## config.mk

```make
export PLATFORM = sky130hd
export DESIGN_NAME = spi_target_bridge
export DESIGN_NICKNAME = d
export VERILOG_FILES = /design/src/rtl/spi_target_bridge.sv
export SDC_FILE = /design/constraint.sdc
export NUM_CORES = 1
export LEC_CHECK = 0
export ABC_AREA = 1
export CAP_MARGIN = 10
export CORE_ASPECT_RATIO = 1.5
export CORE_UTILIZATION = 35
export DETAILED_ROUTE_END_ITERATION = 12
export GPL_TIMING_DRIVEN = 0
export MAX_ROUTING_LAYER = met4
export PLACE_DENSITY_LB_ADDON = 0.05
export SYNTH_ARGS = -nofsm -noshare
export SYNTH_HDL_FRONTEND = slang
export SYNTH_SLANG_ARGS = --single-unit
```

## constraint.sdc

```tcl
create_clock -name clk -period 1.38 [get_ports clk]
set_input_delay 0.276 -clock clk [delete_from_list [all_inputs] [get_ports clk]]
set_output_delay 0.276 -clock clk [all_outputs]
set_load 0.02 [all_outputs]
```

## src/rtl/spi_target_bridge.sv

```systemverilog
// SPI mode-0 target with a small CPU register window (DATA/STATUS).
// SPI pins are oversampled through synchronizers; all logic runs on clk.
module spi_target_bridge #(
  parameter int unsigned SYNC_STAGES = 2
) (
  input  logic        clk,
  input  logic        resetn,
  input  logic        mem_valid,
  input  logic [31:0] mem_addr,
  input  logic [31:0] mem_wdata,
  input  logic [3:0]  mem_wstrb,
  output logic        mem_ready,
  output logic [31:0] mem_rdata,
  input  logic        sck,
  input  logic        mosi,
  input  logic        cs_n,
  output logic        miso
);

  localparam int unsigned CNT_W  = 3;
  localparam int unsigned BYTE_W = 8;
  localparam int unsigned DATA_W = 32;
  localparam logic [1:0]  ADDR_DATA   = 2'd0;
  localparam logic [1:0]  ADDR_STATUS = 2'd1;

  logic [SYNC_STAGES-1:0] sck_sync, mosi_sync, cs_sync;
  logic                   sck_q, cs_q;
  logic [SYNC_STAGES:0]   fill;
  logic                   sel;
  logic [CNT_W-1:0]       bit_cnt;
  logic [BYTE_W-1:0]      rx_shift, tx_shift, rx_data, tx_data;
  logic                   rx_valid, tx_pending, overrun, underrun, frame_err;

  logic              sck_s, mosi_s, cs_s, flushed;
  logic              sck_rise, sck_fall, cs_fall, cs_rise;
  logic              accept, is_write, data_rd, data_wr, status_wr;
  logic              tx_load, byte_done;
  logic [BYTE_W-1:0] tx_next, rx_next;
  logic [DATA_W-1:0] status_word, rd_word;
  logic              unused_bits;

  assign unused_bits = &{1'b0, mem_addr[31:4], mem_addr[1:0], mem_wdata[31:8]};

  // Edge detection on synchronized copies; edges are only trusted once the
  // chain holds real pin samples, so the reset preset never fakes a cs_n fall.
  always_comb begin
    sck_s     = sck_sync[SYNC_STAGES-1];
    mosi_s    = mosi_sync[SYNC_STAGES-1];
    cs_s      = cs_sync[SYNC_STAGES-1];
    flushed   = fill[SYNC_STAGES];
    sck_rise  = sel & ~cs_s & sck_s & ~sck_q;
    sck_fall  = sel & ~cs_s & ~sck_s & sck_q;
    cs_fall   = flushed & ~cs_s & cs_q;
    cs_rise   = sel & cs_s & ~cs_q;
    tx_load   = cs_fall | (sck_fall & (bit_cnt == CNT_W'(0)));
    byte_done = sck_rise & (bit_cnt == CNT_W'(7));
    rx_next   = {rx_shift[BYTE_W-2:0], mosi_s};
    tx_next   = tx_pending ? tx_data : 8'hFF;
  end

  // CPU register decode
  always_comb begin
    accept      = mem_valid & ~mem_ready;
    is_write    = |mem_wstrb;
    data_rd     = accept & ~is_write & (mem_addr[3:2] == ADDR_DATA);
    data_wr     = accept & is_write & (mem_addr[3:2] == ADDR_DATA);
    status_wr   = accept & is_write & (mem_addr[3:2] == ADDR_STATUS);
    status_word = {26'b0, ~cs_s, frame_err, underrun, overrun, tx_pending, rx_valid};
    rd_word     = '0;
    case (mem_addr[3:2])
      ADDR_DATA:   rd_word = {24'b0, rx_data};
      ADDR_STATUS: rd_word = status_word;
      default:     rd_word = '0;
    endcase
  end

  always_ff @(posedge clk) begin
    if (!resetn) begin
      sck_sync   <= '0;
      mosi_sync  <= '1;
      cs_sync    <= '1;
      sck_q      <= 1'b0;
      cs_q       <= 1'b1;
      fill       <= '0;
      sel        <= 1'b0;
      bit_cnt    <= '0;
      rx_shift   <= '0;
      tx_shift   <= '0;
      rx_data    <= '0;
      tx_data    <= '0;
      rx_valid   <= 1'b0;
      tx_pending <= 1'b0;
      overrun    <= 1'b0;
      underrun   <= 1'b0;
      frame_err  <= 1'b0;
      miso       <= 1'b1;
      mem_ready  <= 1'b0;
      mem_rdata  <= '0;
    end else begin
      sck_sync  <= {sck_sync[SYNC_STAGES-2:0], sck};
      mosi_sync <= {mosi_sync[SYNC_STAGES-2:0], mosi};
      cs_sync   <= {cs_sync[SYNC_STAGES-2:0], cs_n};
      sck_q     <= sck_s;
      cs_q      <= cs_s;
      fill      <= {fill[SYNC_STAGES-1:0], 1'b1};

      mem_ready <= accept;
      if (accept && !is_write) mem_rdata <= rd_word;

      // Frame control and receive shifter
      if (cs_fall) begin
        sel      <= 1'b1;
        bit_cnt  <= '0;
        rx_shift <= '0;
      end else if (cs_rise) begin
        sel      <= 1'b0;
        bit_cnt  <= '0;
        rx_shift <= '0;
      end else if (sck_rise) begin
        rx_shift <= rx_next;
        bit_cnt  <= bit_cnt + CNT_W'(1);
      end

      // Transmit path: boundary loads take priority over plain shifts
      if (tx_load) begin
        miso     <= tx_next[BYTE_W-1];
        tx_shift <= {tx_next[BYTE_W-2:0], 1'b0};
      end else if (sck_fall) begin
        miso     <= tx_shift[BYTE_W-1];
        tx_shift <= {tx_shift[BYTE_W-2:0], 1'b0};
      end else if (!sel || cs_s) begin
        miso <= 1'b1;
      end

      if (byte_done) rx_data <= rx_next;
      if (byte_done) rx_valid <= 1'b1;
      else if (data_rd) rx_valid <= 1'b0;

      if (data_wr) tx_data <= mem_wdata[BYTE_W-1:0];
      if (data_wr) tx_pending <= 1'b1;
      else if (tx_load) tx_pending <= 1'b0;

      // Sticky flags: a set in the same cycle beats a CPU clear
      overrun   <= (overrun & ~(status_wr & mem_wdata[2])) | (byte_done & rx_valid);
      underrun  <= (underrun & ~(status_wr & mem_wdata[3])) | (tx_load & ~tx_pending);
      frame_err <= (frame_err & ~(status_wr & mem_wdata[4])) |
                   (cs_rise & (bit_cnt != CNT_W'(0)));
    end
  end

endmodule

```

# Word-level counts from Yosys, hierarchy flattened
# Index checks and enable logic that the tools add are counted.
op_classes:
  reduce_logical: 14
  add_sub_neg: 1
  n_mux: 14
  n_eq_ne: 2
  bitwise_logic: 41
ops:
  columns: ["operator", "n"]
  rows:
  - ["AND 1 bit", 26]
  - ["2-to-1 mux 8 bit", 3]
  - ["one-hot mux 8 bit (2 select lines)", 1]
  - ["inverter 1 bit", 11]
  - ["2-to-1 mux 1 bit", 10]
  - ["nonzero test 2 bit", 4]
  - ["nonzero test 3 bit", 2]
  - ["bitwise OR 1 bit", 4]
  - ["OR reduction 4 bit", 1]
  - ["adder 3 x 1 -> 3 bit (second input constant)", 1]
  - ["equality test 3 bit (second input constant)", 1]
  - ["logical NOT 3 bit", 1]
  - ["OR reduction 3 bit", 1]
  - ["equality test 2 x 1 -> 1 bit (second input constant)", 1]
  - ["logical NOT 1 bit", 2]
  - ["logical NOT 2 bit", 1]
  - ["logical AND 1 bit", 1]
  - ["logical OR 1 bit", 1]
word_totals:
  inputBits: 74
  wordCells: 93
  output_inout_bits: 34
  ff_bits: 84

# Depth between registers and ports, before layout
# Gate-level depths: netlist of the first run.
depth:
  depth_word: 8
  mapped_depth: 7
  mapped_depth_nobuf: 7

# Worst setup path after synthesis of the first run
# No wires, ideal clock.
synth_timing:
  path_type: "register to register"
  startpoint: "register bit_cnt[0]"
  endpoint: "register tx_pending"
  setup_ns: 0.071
  path_stages_with_launch: 8
  arrival_time_ns: 1.130
  slack_ns: 0.179
  required_time_ns: 1.309
  path_cell_list: "dfxtp_1 -> inv_1 -> ha_1 -> nand2_1 -> nand2_2 -> nand2_1 -> nand2_1 -> a21oi_1"
synth_between:
  elab_chain_cells: 4
synth_lines:
  columns: ["element", "line_no", "text"]
  rows:
  - ["start: declaration", "30", "logic [CNT_W-1:0] bit_cnt;"]
  - ["start signal: assignment", "121", "bit_cnt <= bit_cnt + CNT_W'(1);"]
  - ["logical NOT 3 bit", "55", "tx_load = cs_fall | (sck_fall & (bit_cnt == CNT_W'(0)));"]
  - ["AND 1 bit", "55", null]
  - ["bitwise OR 1 bit", "55", null]
  - ["nonzero test 2 bit (no line)", null, null]
  - ["end signal: assignment", "92", "tx_pending <= 1'b0;"]
  - ["end signal: assignment", "140", "if (data_wr) tx_pending <= 1'b1;"]
  - ["end signal: assignment", "141", "else if (tx_load) tx_pending <= 1'b0;"]
  - ["end: declaration", "32", "logic rx_valid, tx_pending, overrun, underrun, frame_err;"]
# No other way between the ends.
# A chain may end at the register's enable or synchronous reset.

# Worst setup path after layout of the first run
layout_timing:
  startpoint: "register mem_ready"
  endpoint: "output port mem_ready"
layout_rtl:
  columns: ["element", "line_no", "text"]
  rows:
  - ["start: declaration", "12", "output logic mem_ready,"]
  - ["start signal: assignment", "107", "mem_ready <= accept;"]
# No word-level cell between the ends.

==> results.py, run 1 <==
metrics = {
    "yosys": {
        "synth_xor_area_frac": 0,
        "avgSynthCellArea_sq_um": 7.73,
        "syn_area_sq_um": 2710,
        "synth_seq_cells": 60,
        "synth_compound_area_frac": 0.0981,
        "ys_warn_count": 0,
        "yosys.area_share.simple": 0.305,
        "yosys.cell_types.count": 30,
        "synth_fa_ha_area_frac": 0.0139,
        "synth_top_family_by_area": "simple AND/OR/NAND/NOR gates",
        "netlist_instances": 350,
        "synth-seq-area-share": 0.444,
        "muxShareOfSynthArea": 0,
    },
    "drt": {
        "wl_met3_um": 162,
        "vias": 2233,
        "met2_length_um": 3010,
        "highest_layer": "met4",
        "drt-initial-drc-count": 74,
        "firstDrtPassIters": 4,
        "ant_nets": 0,
        "routed_wl_um": 5700,
        "wl_met1_um": 2360,
        "drc": 0,
        "via_per_inst": 4.30,
        "wl_per_cell_um": 11.0,
    },
    "timing": {
        "period_share": 0.949,
        "drv_slew": 0,
        "worst_slack_ns": 0.0701,
        "min_period_ns": 1.31,
        "fmax_ghz": 0.763,
        "final.setup_skew_ns": 0.00866,
        "setup-violations-final": 0,
        "rsz0062_at_grt": "no",
        "hold_viol_final": 0,
        "whs_ns": 0.217,
    },
    "layout": {
        "fill_cells": 794,
        "regArea_sq_um": 1200,
        "syn2layout_area_growth_pct": 27.4,
        "layout_commonest_cell": "nand2_1",
        "final_cell_mix": "nand2_1 (89), dfxtp_1 (59), nor2_1 (35), a21oi_1 (29), buf_4 (27)",
        "drive_above_1_share": 0.196,
        "multi_input_area_sq_um": 1230,
        "antennaDiodeCount": 0,
        "final_nets": 491,
    },
    "global_route": {
        "antenna_found_initial": 0,
        "grt.total_usage": 0.166,
        "grt_pass1_wl_um": 9450,
        "grt_max_degree": 11,
        "globalRoute.totalOverflow": 0,
        "grt_pass1_vias": 2111,
    },
    "die": {
        "fp.dieH_um": 110,
        "start_util": 0.367,
        "die_area_sq_um": 8090,
        "core-area_sq_um": 7370,
        "rows": 38,
        "io_pins": 108,
        "die_w_um": 73.8,
    },
    "setup_path": {
        "cp_num_buf_inv": 1,
        "startpoint_type": "flip-flop",
        "path_cells": "clkdlybuf4s15_2",
        "crit_slowest_cell": "dfxtp_1",
        "crit_path_end_kind": "output port",
        "slowest_delay_ns": 0.40,
        "critPathMaxFanout": 3,
        "crit_family": "flip-flops",
        "worst_ep_required_time_ns": 1.10,
        "critPathArrivalTime_ns": 1.03,
        "crit_type": "reg -> out",
    },
    "cts": {
        "tritoncts": "yes",
        "clk_pin_slew_ns": 0.07,
        "clock_sinks": 60,
        "clock_path_buffers": 2,
        "cts_root_buf": "clkbuf_8",
        "numCtsBuffers": 9,
        "cts.htree.levels": 3,
        "clock_latency_ns": 0.35,
    },
    "run_status": {
        "status": "finished clean",
    },
    "hold_path": {
        "hp-class": "in -> reg",
    },
    "power_and_ir_drop": {
        "design_power_total_mw": 3.83,
        "power.density_nw_per_um2": 1110,
        "ir_drop_v": 0.000823,
        "p_leak_nw": 1.63,
    },
    "placement": {
        "place_ws_ns": -0.330,
        "gp_congestion": 0.741,
        "hpwl_um": 4210,
        "portBuffers": 29,
    },
    "job": {
        "drv_cap": 0,
    },
}
==> stage by stage <==
| step | instances | utilization | area [sq um] | setup TNS, ns |
|---|---|---|---|---|
| after floorplan | 373 | - | 2790 | 0 |
| after global placement | 502 | 0.435 | 3210 | -10.69 |
| after detailed placement | 502 | 0.435 | 3210 | -11.18 |
| after CTS | 518 | 0.465 | 3430 | 0 |
| after global routing | 519 | 0.468 | 3450 | 0 |
| final | 519 | 0.468 | 3450 | 0 |
==> flip-flops by register name (all words and copies together) (netlist names), 2 cells and up <==
| signal | cells |
|---|---|
| tx_data | 8 |
| mem_rdata | 8 |
| cs_sync | 2 |
| rx_shift | 7 |
| fill | 3 |
| sck_sync | 2 |
| bit_cnt | 3 |
| tx_shift | 7 |
| rx_data | 8 |
| mosi_sync | 2 |
==> timing repair <==
action                                  in CTS  in global routing
setup buffers                                0                  1
pin swaps                                    0                  1
endpoints found under the setup margin      20                 20
gates resized for setup                     14                  8
hold buffers                                 0                  0
==> report_power, final <==
group	total (mW)	switching (mW)	leakage (nW)	internal [mW]
Clock	1.72	0.697	0.112	1.03
Combinational	0.331	0.186	1.03	0.145
Sequential	1.78	0.0134	0.487	1.76
Total	3.83	0.896	1.63	2.94
==> final timing paths <==
check	from	end	slack [ns]	cells after the start
max	mem_ready	mem_ready	0.07	1
min	resetn	fill[0]	0.22	1
max reg2reg	bit_cnt[0]	tx_shift[6]	0.11	7
min reg2reg	sck_sync[0]	sck_sync[1]	0.41	2
==> per-layer routing <==
layer  global-route usage  vias up
met1                0.168      998
met5                    -        -
met2                0.284       35
met3               0.0330       13
li1                     -     1187
met4                0.111        0
==> logic make-up after synthesis <==
kind of cell               after synthesis
AOI/OAI and AO/OA                       48
adders and majority gates                3
buffers and inverters                   65
DFF                                     60
other                                    1
and+or+nand+nor                        173
==> layout make-up <==
type,instances,area share
clock inverters,3,0.0123
plain buffers,34,0.0737
flip-flops and latches,60,0.349
multi-input cells,248,0.357
repair buffers,30,0.0842
well taps,100,0.0363
clock buffers,13,0.0519
inverters,31,0.0359
==> Yosys cell counts (all sizes together) <==
cell type / number / area share
a211oi: 1 / 0.0028
o21bai: 6 / 0.017
nor2: 42 / 0.074
nand3b: 6 / 0.017
conb: 1 / 0.0014
inv: 29 / 0.040
dfxtp: 60 / 0.44
or2: 4 / 0.0092
o21ai: 10 / 0.019
clkbuf: 2 / 0.0028
nand2: 97 / 0.14
nor3: 2 / 0.0037
a21oi: 31 / 0.060
buf: 32 / 0.090
clkinv: 2 / 0.0046
nand4: 5 / 0.012
ha: 3 / 0.014
nand3: 17 / 0.047
No activity file was read; power rests on OpenSTA's default activity.
==> run 2: changes to the inputs <==
--- a/config.mk
+++ b/config.mk
@@ -12,7 +12,7 @@
 export DETAILED_ROUTE_END_ITERATION = 12
 export GPL_TIMING_DRIVEN = 0
 export MAX_ROUTING_LAYER = met4
-export PLACE_DENSITY_LB_ADDON = 0.05
+export PLACE_DENSITY = 0.71
 export SYNTH_ARGS = -nofsm -noshare
 export SYNTH_HDL_FRONTEND = slang
 export SYNTH_SLANG_ARGS = --single-unit
==> results.py, run 2 (same netlist as run 1, synthesis figures left out) <==
metrics = {
    "run_status": {
        "status": "finished clean",
    },
    "layout": {
        "instances_no_fill": 518,
        "drive_above_1_share": 0.191,
        "regArea_sq_um": 1200,
        "final_cell_mix": "nand2_1 (89), dfxtp_1 (60), nor2_1 (34), a21oi_1 (29)",
        "reg_top3": "mem_rdata x8, rx_data x8, tx_data x8",
        "final_area_sq_um": 3410,
        "syn2layout_area_growth_pct": 26.1,
        "final_core_utilization": 0.463,
        "fill_cells": 731,
        "multi_input_area_sq_um": 1230,
        "layout_commonest_cell": "nand2_1",
        "antennaDiodeCount": 0,
        "final_nets": 490,
    },
    "timing": {
        "setup-violations-final": 0,
        "fmax_ghz": 0.763,
        "whs_ns": 0.413,
        "drv_slew": 0,
        "rsz0062_at_grt": "no",
        "worst_slack_ns": 0.0691,
        "final.setup_skew_ns": 0.00579,
        "tns_ns": 0,
        "period_share": 0.950,
        "min_period_ns": 1.31,
        "hold_viol_final": 0,
    },
    "placement": {
        "placed_cells": 502,
        "placed_area_sq_um": 3210,
        "hpwl_um": 3950,
        "portBuffers": 29,
        "gp_congestion": 0.804,
        "place_ws_ns": -0.307,
    },
    "die": {
        "rows": 38,
        "die_area_sq_um": 8090,
        "start_util": 0.367,
        "die_w_um": 73.8,
        "io_pins": 108,
        "core-area_sq_um": 7370,
        "fp.dieH_um": 110,
    },
    "power_and_ir_drop": {
        "ir_drop_v": 0.000632,
        "power.density_nw_per_um2": 1080,
        "p_leak_nw": 1.61,
        "design_power_total_mw": 3.68,
    },
    "drt": {
        "routed_wl_um": 5340,
        "drc": 0,
        "vias": 2228,
        "drt-initial-drc-count": 117,
        "via_per_inst": 4.30,
        "ant_nets": 0,
        "wl_per_cell_um": 10.3,
        "firstDrtPassIters": 4,
    },
    "global_route": {
        "globalRoute.totalOverflow": 0,
        "grt.total_usage": 0.153,
        "grt_pass1_vias": 2172,
        "antenna_found_initial": 0,
        "grt_pass1_wl_um": 9090,
        "grt_max_degree": 11,
    },
    "setup_path": {
        "worst_ep_required_time_ns": 1.61,
        "slowest_delay_ns": 0.61,
        "critPathMaxFanout": 10,
        "critPathArrivalTime_ns": 1.54,
        "r2r-start": "bit_cnt[0]",
        "startpoint_type": "input pin",
        "crit_type": "in -> reg",
        "startpoint": "resetn",
        "path_cells": "clkdlybuf4s50_1, inv_2, buf_2, or2_2",
        "crit_path_end_kind": "flip-flop",
        "crit_slowest_cell": "clkdlybuf4s50_1",
    },
    "hold_path": {
        "hp-class": "reg -> reg",
        "worstHoldStart": "fill[1]",
    },
    "cts": {
        "numCtsBuffers": 9,
        "post_cts_buffers": 0,
        "cts_root_buf": "clkbuf_8",
        "clock_sinks": 60,
        "clock_latency_ns": 0.34,
        "clock_path_buffers": 2,
        "tritoncts": "yes",
        "cts.htree.levels": 3,
        "clk_pin_slew_ns": 0.06,
    },
    "job": {
        "drv_cap": 0,
    },
}
==> run 2: final cells by class <==
type	instances	share of cell area
Buffer	34	0.0741
Multi-Input combinational cell	248	0.361
Sequential cell	60	0.352
Tap cell	100	0.0367
Clock inverter	5	0.0147
Clock buffer	11	0.0444
Inverter	31	0.0363
Timing Repair Buffer	29	0.0803
==> run 2: what timing repair did <==
item                       4_1_cts  5_1_grt
hold endpoints to repair         0        0
hold buffers                     0        0
gates resized for setup         12        7
setup endpoints to repair       20       17
pin swaps                        0        1
==> run 2: worst paths after layout <==
path	to	depth (start not counted)	slack (ns)
setup / recovery	mosi_sync[1]	4	0.07
setup reg to reg	tx_pending	7	0.12
hold reg to reg	fill[2]	2	0.41
hold / removal	fill[2]	2	0.41
==> run 2: power by group <==
part,total [mW],switching [mW],internal [mW]
clock,1.57,0.654,0.918
combinational,0.326,0.183,0.144
sequential,1.78,0.0137,1.76
total,3.68,0.850,2.83
==> run 2: routing by layer <==
metal | up-vias | track usage | wire length (um)
met5 | - | - | 0
met4 | 0 | 0.0797 | 112
met3 | 7 | 0.0422 | 245
met2 | 46 | 0.279 | 2820
met1 | 997 | 0.144 | 2160
li1 | 1178 | - | -
==> run 2: critical path: cells and delay by family <==
kind / cells / cell delay (ns)
AND/OR/NAND/NOR: 1 / 0.29
buffers and inverters: 3 / 0.98
==> run 3: changes to the inputs <==
==> constraint.sdc (replaced) <==
create_clock -name clk -period 1.35 [get_ports clk]
set_input_delay 0.27 -clock clk [delete_from_list [all_inputs] [get_ports clk]]
set_output_delay 0.27 -clock clk [all_outputs]
set_load 0.02 [all_outputs]
==> results.py, run 3 (same netlist as run 1, synthesis figures left out) <==
metrics = {
    "run_status": {
        "status": "finished clean",
    },
    "layout": {
        "regArea_sq_um": 1200,
        "reg_top3": "mem_rdata x8, rx_data x8, tx_data x8",
        "antennaDiodeCount": 0,
        "final_nets": 491,
        "fill_cells": 723,
        "layout_commonest_cell": "nand2_1",
        "drive_above_1_share": 0.203,
        "multi_input_area_sq_um": 1250,
        "final_cell_mix": "nand2_1 (89), dfxtp_1 (59), nor2_1 (34), a21oi_1 (29), buf_4 (26)",
        "syn2layout_area_growth_pct": 27.2,
    },
    "global_route": {
        "grt_pass1_wl_um": 9090,
        "grt.total_usage": 0.153,
        "grt_max_degree": 11,
        "grt_pass1_vias": 2172,
        "antenna_found_initial": 0,
        "globalRoute.totalOverflow": 0,
    },
    "setup_path": {
        "crit_type": "in -> reg",
        "r2r-start": "bit_cnt[0]",
        "critPathArrivalTime_ns": 1.53,
        "cp_num_buf_inv": 3,
        "crit_slowest_cell": "clkdlybuf4s50_1",
        "worst_ep_required_time_ns": 1.58,
        "slowest_delay_ns": 0.61,
        "critPathMaxFanout": 10,
        "crit_path_end_kind": "flip-flop",
        "path_cells": "clkdlybuf4s50_1, inv_2, buf_2, or2_2",
        "startpoint_type": "input pin",
        "crit_family": "buffers and inverters",
        "startpoint": "resetn",
    },
    "cts": {
        "post_cts_buffers": 0,
        "clock_latency_ns": 0.34,
        "clock_sinks": 60,
        "clk_pin_slew_ns": 0.06,
        "clock_path_buffers": 2,
        "cts_root_buf": "clkbuf_8",
        "tritoncts": "yes",
        "cts.htree.levels": 3,
        "numCtsBuffers": 9,
    },
    "power_and_ir_drop": {
        "p_leak_nw": 1.63,
        "ir_drop_v": 0.000654,
        "power.density_nw_per_um2": 1090,
    },
    "timing": {
        "setup-violations-final": 0,
        "worst_slack_ns": 0.0447,
        "final.setup_skew_ns": 0.00581,
        "tns_ns": 0,
        "rsz0062_at_grt": "no",
        "min_period_ns": 1.31,
        "hold_viol_final": 0,
        "period_share": 0.967,
        "drv_slew": 0,
        "fmax_ghz": 0.766,
    },
    "drt": {
        "routed_wl_um": 5430,
        "drt-initial-drc-count": 101,
        "ant_nets": 0,
        "via_per_inst": 4.35,
        "vias": 2259,
        "wl_per_cell_um": 10.5,
        "firstDrtPassIters": 4,
        "drc": 0,
    },
    "hold_path": {
        "hp-class": "reg -> reg",
        "worstHoldStart": "fill[1]",
    },
    "job": {
        "drv_cap": 0,
    },
    "die": {
        "die_area_sq_um": 8090,
        "die_w_um": 73.8,
        "fp.dieH_um": 110,
        "start_util": 0.367,
        "rows": 38,
        "io_pins": 108,
        "core-area_sq_um": 7370,
    },
    "placement": {
        "place_ws_ns": -0.331,
        "gp_congestion": 0.804,
        "hpwl_um": 3950,
        "portBuffers": 29,
    },
}
==> run 3: worst paths after layout <==
path,slack [ns],cells past startpoint,to
worst max-delay path,0.04,4,mosi_sync[1]
worst max register to register,0.10,7,miso
worst min register to register,0.41,2,fill[2]
worst min-delay path,0.41,2,fill[2]
==> run 3: final cells by class <==
cell class              count  share of cell area
plain buffers              34              0.0738
clock buffers              11              0.0440
clock inverters             5              0.0146
inverters                  31              0.0371
multi-input cells         249               0.363
flip-flops and latches     60               0.350
well taps                 100              0.0364
repair buffers             29              0.0815
==> run 3: power by group <==
part           internal, mW  total [mW]  switching [mW]  leakage [nW]
Sequential             1.80        1.82          0.0142         0.487
Clock                 0.938        1.61           0.669         0.109
Combinational         0.149       0.336           0.187          1.03
Total                  2.89        3.76           0.870          1.63
==> run 3: what timing repair did <==
| action | 4_1_cts | 5_1_grt |
|---|---|---|
| cloned | 0 | 1 |
| resized for setup | 14 | 11 |
| endpoints found under the hold margin | 0 | 0 |
| setup endpoints to repair | 20 | 20 |
| hold buffers | 0 | 0 |
| pin swaps | 0 | 3 |
==> run 3: layer usage <==
metal	vias up	track usage	routed length, um
met5	-	-	0
met4	0	0.0797	128
met3	8	0.0422	261
met1	1007	0.144	2150
met2	61	0.279	2890
li1	1183	-	-
==> run 3: metrics by stage <==
step           power [mW]  area (sq um)  hold slack [ns]  utilization  std cells
2_1_floorplan        2.09          2790            0.298            -        373
6_report             3.76          3440            0.413        0.467        519
5_1_grt              3.93          3440            0.432        0.467        519
3_5_place_dp         2.19          3210            0.400        0.435        502
3_3_place_gp         2.19          3210            0.395        0.435        502
4_1_cts              3.80          3410            0.417        0.462        518
==> run 3: tightest hold or removal path, delay by kind of cell, from the launching register on <==
| kind | cells | cell delay [ns] |
|---|---|---|
| buffers and inverters | 1 | 0.04 |
| DFF | 1 | 0.30 |
| and+or+nand+nor | 1 | 0.05 |
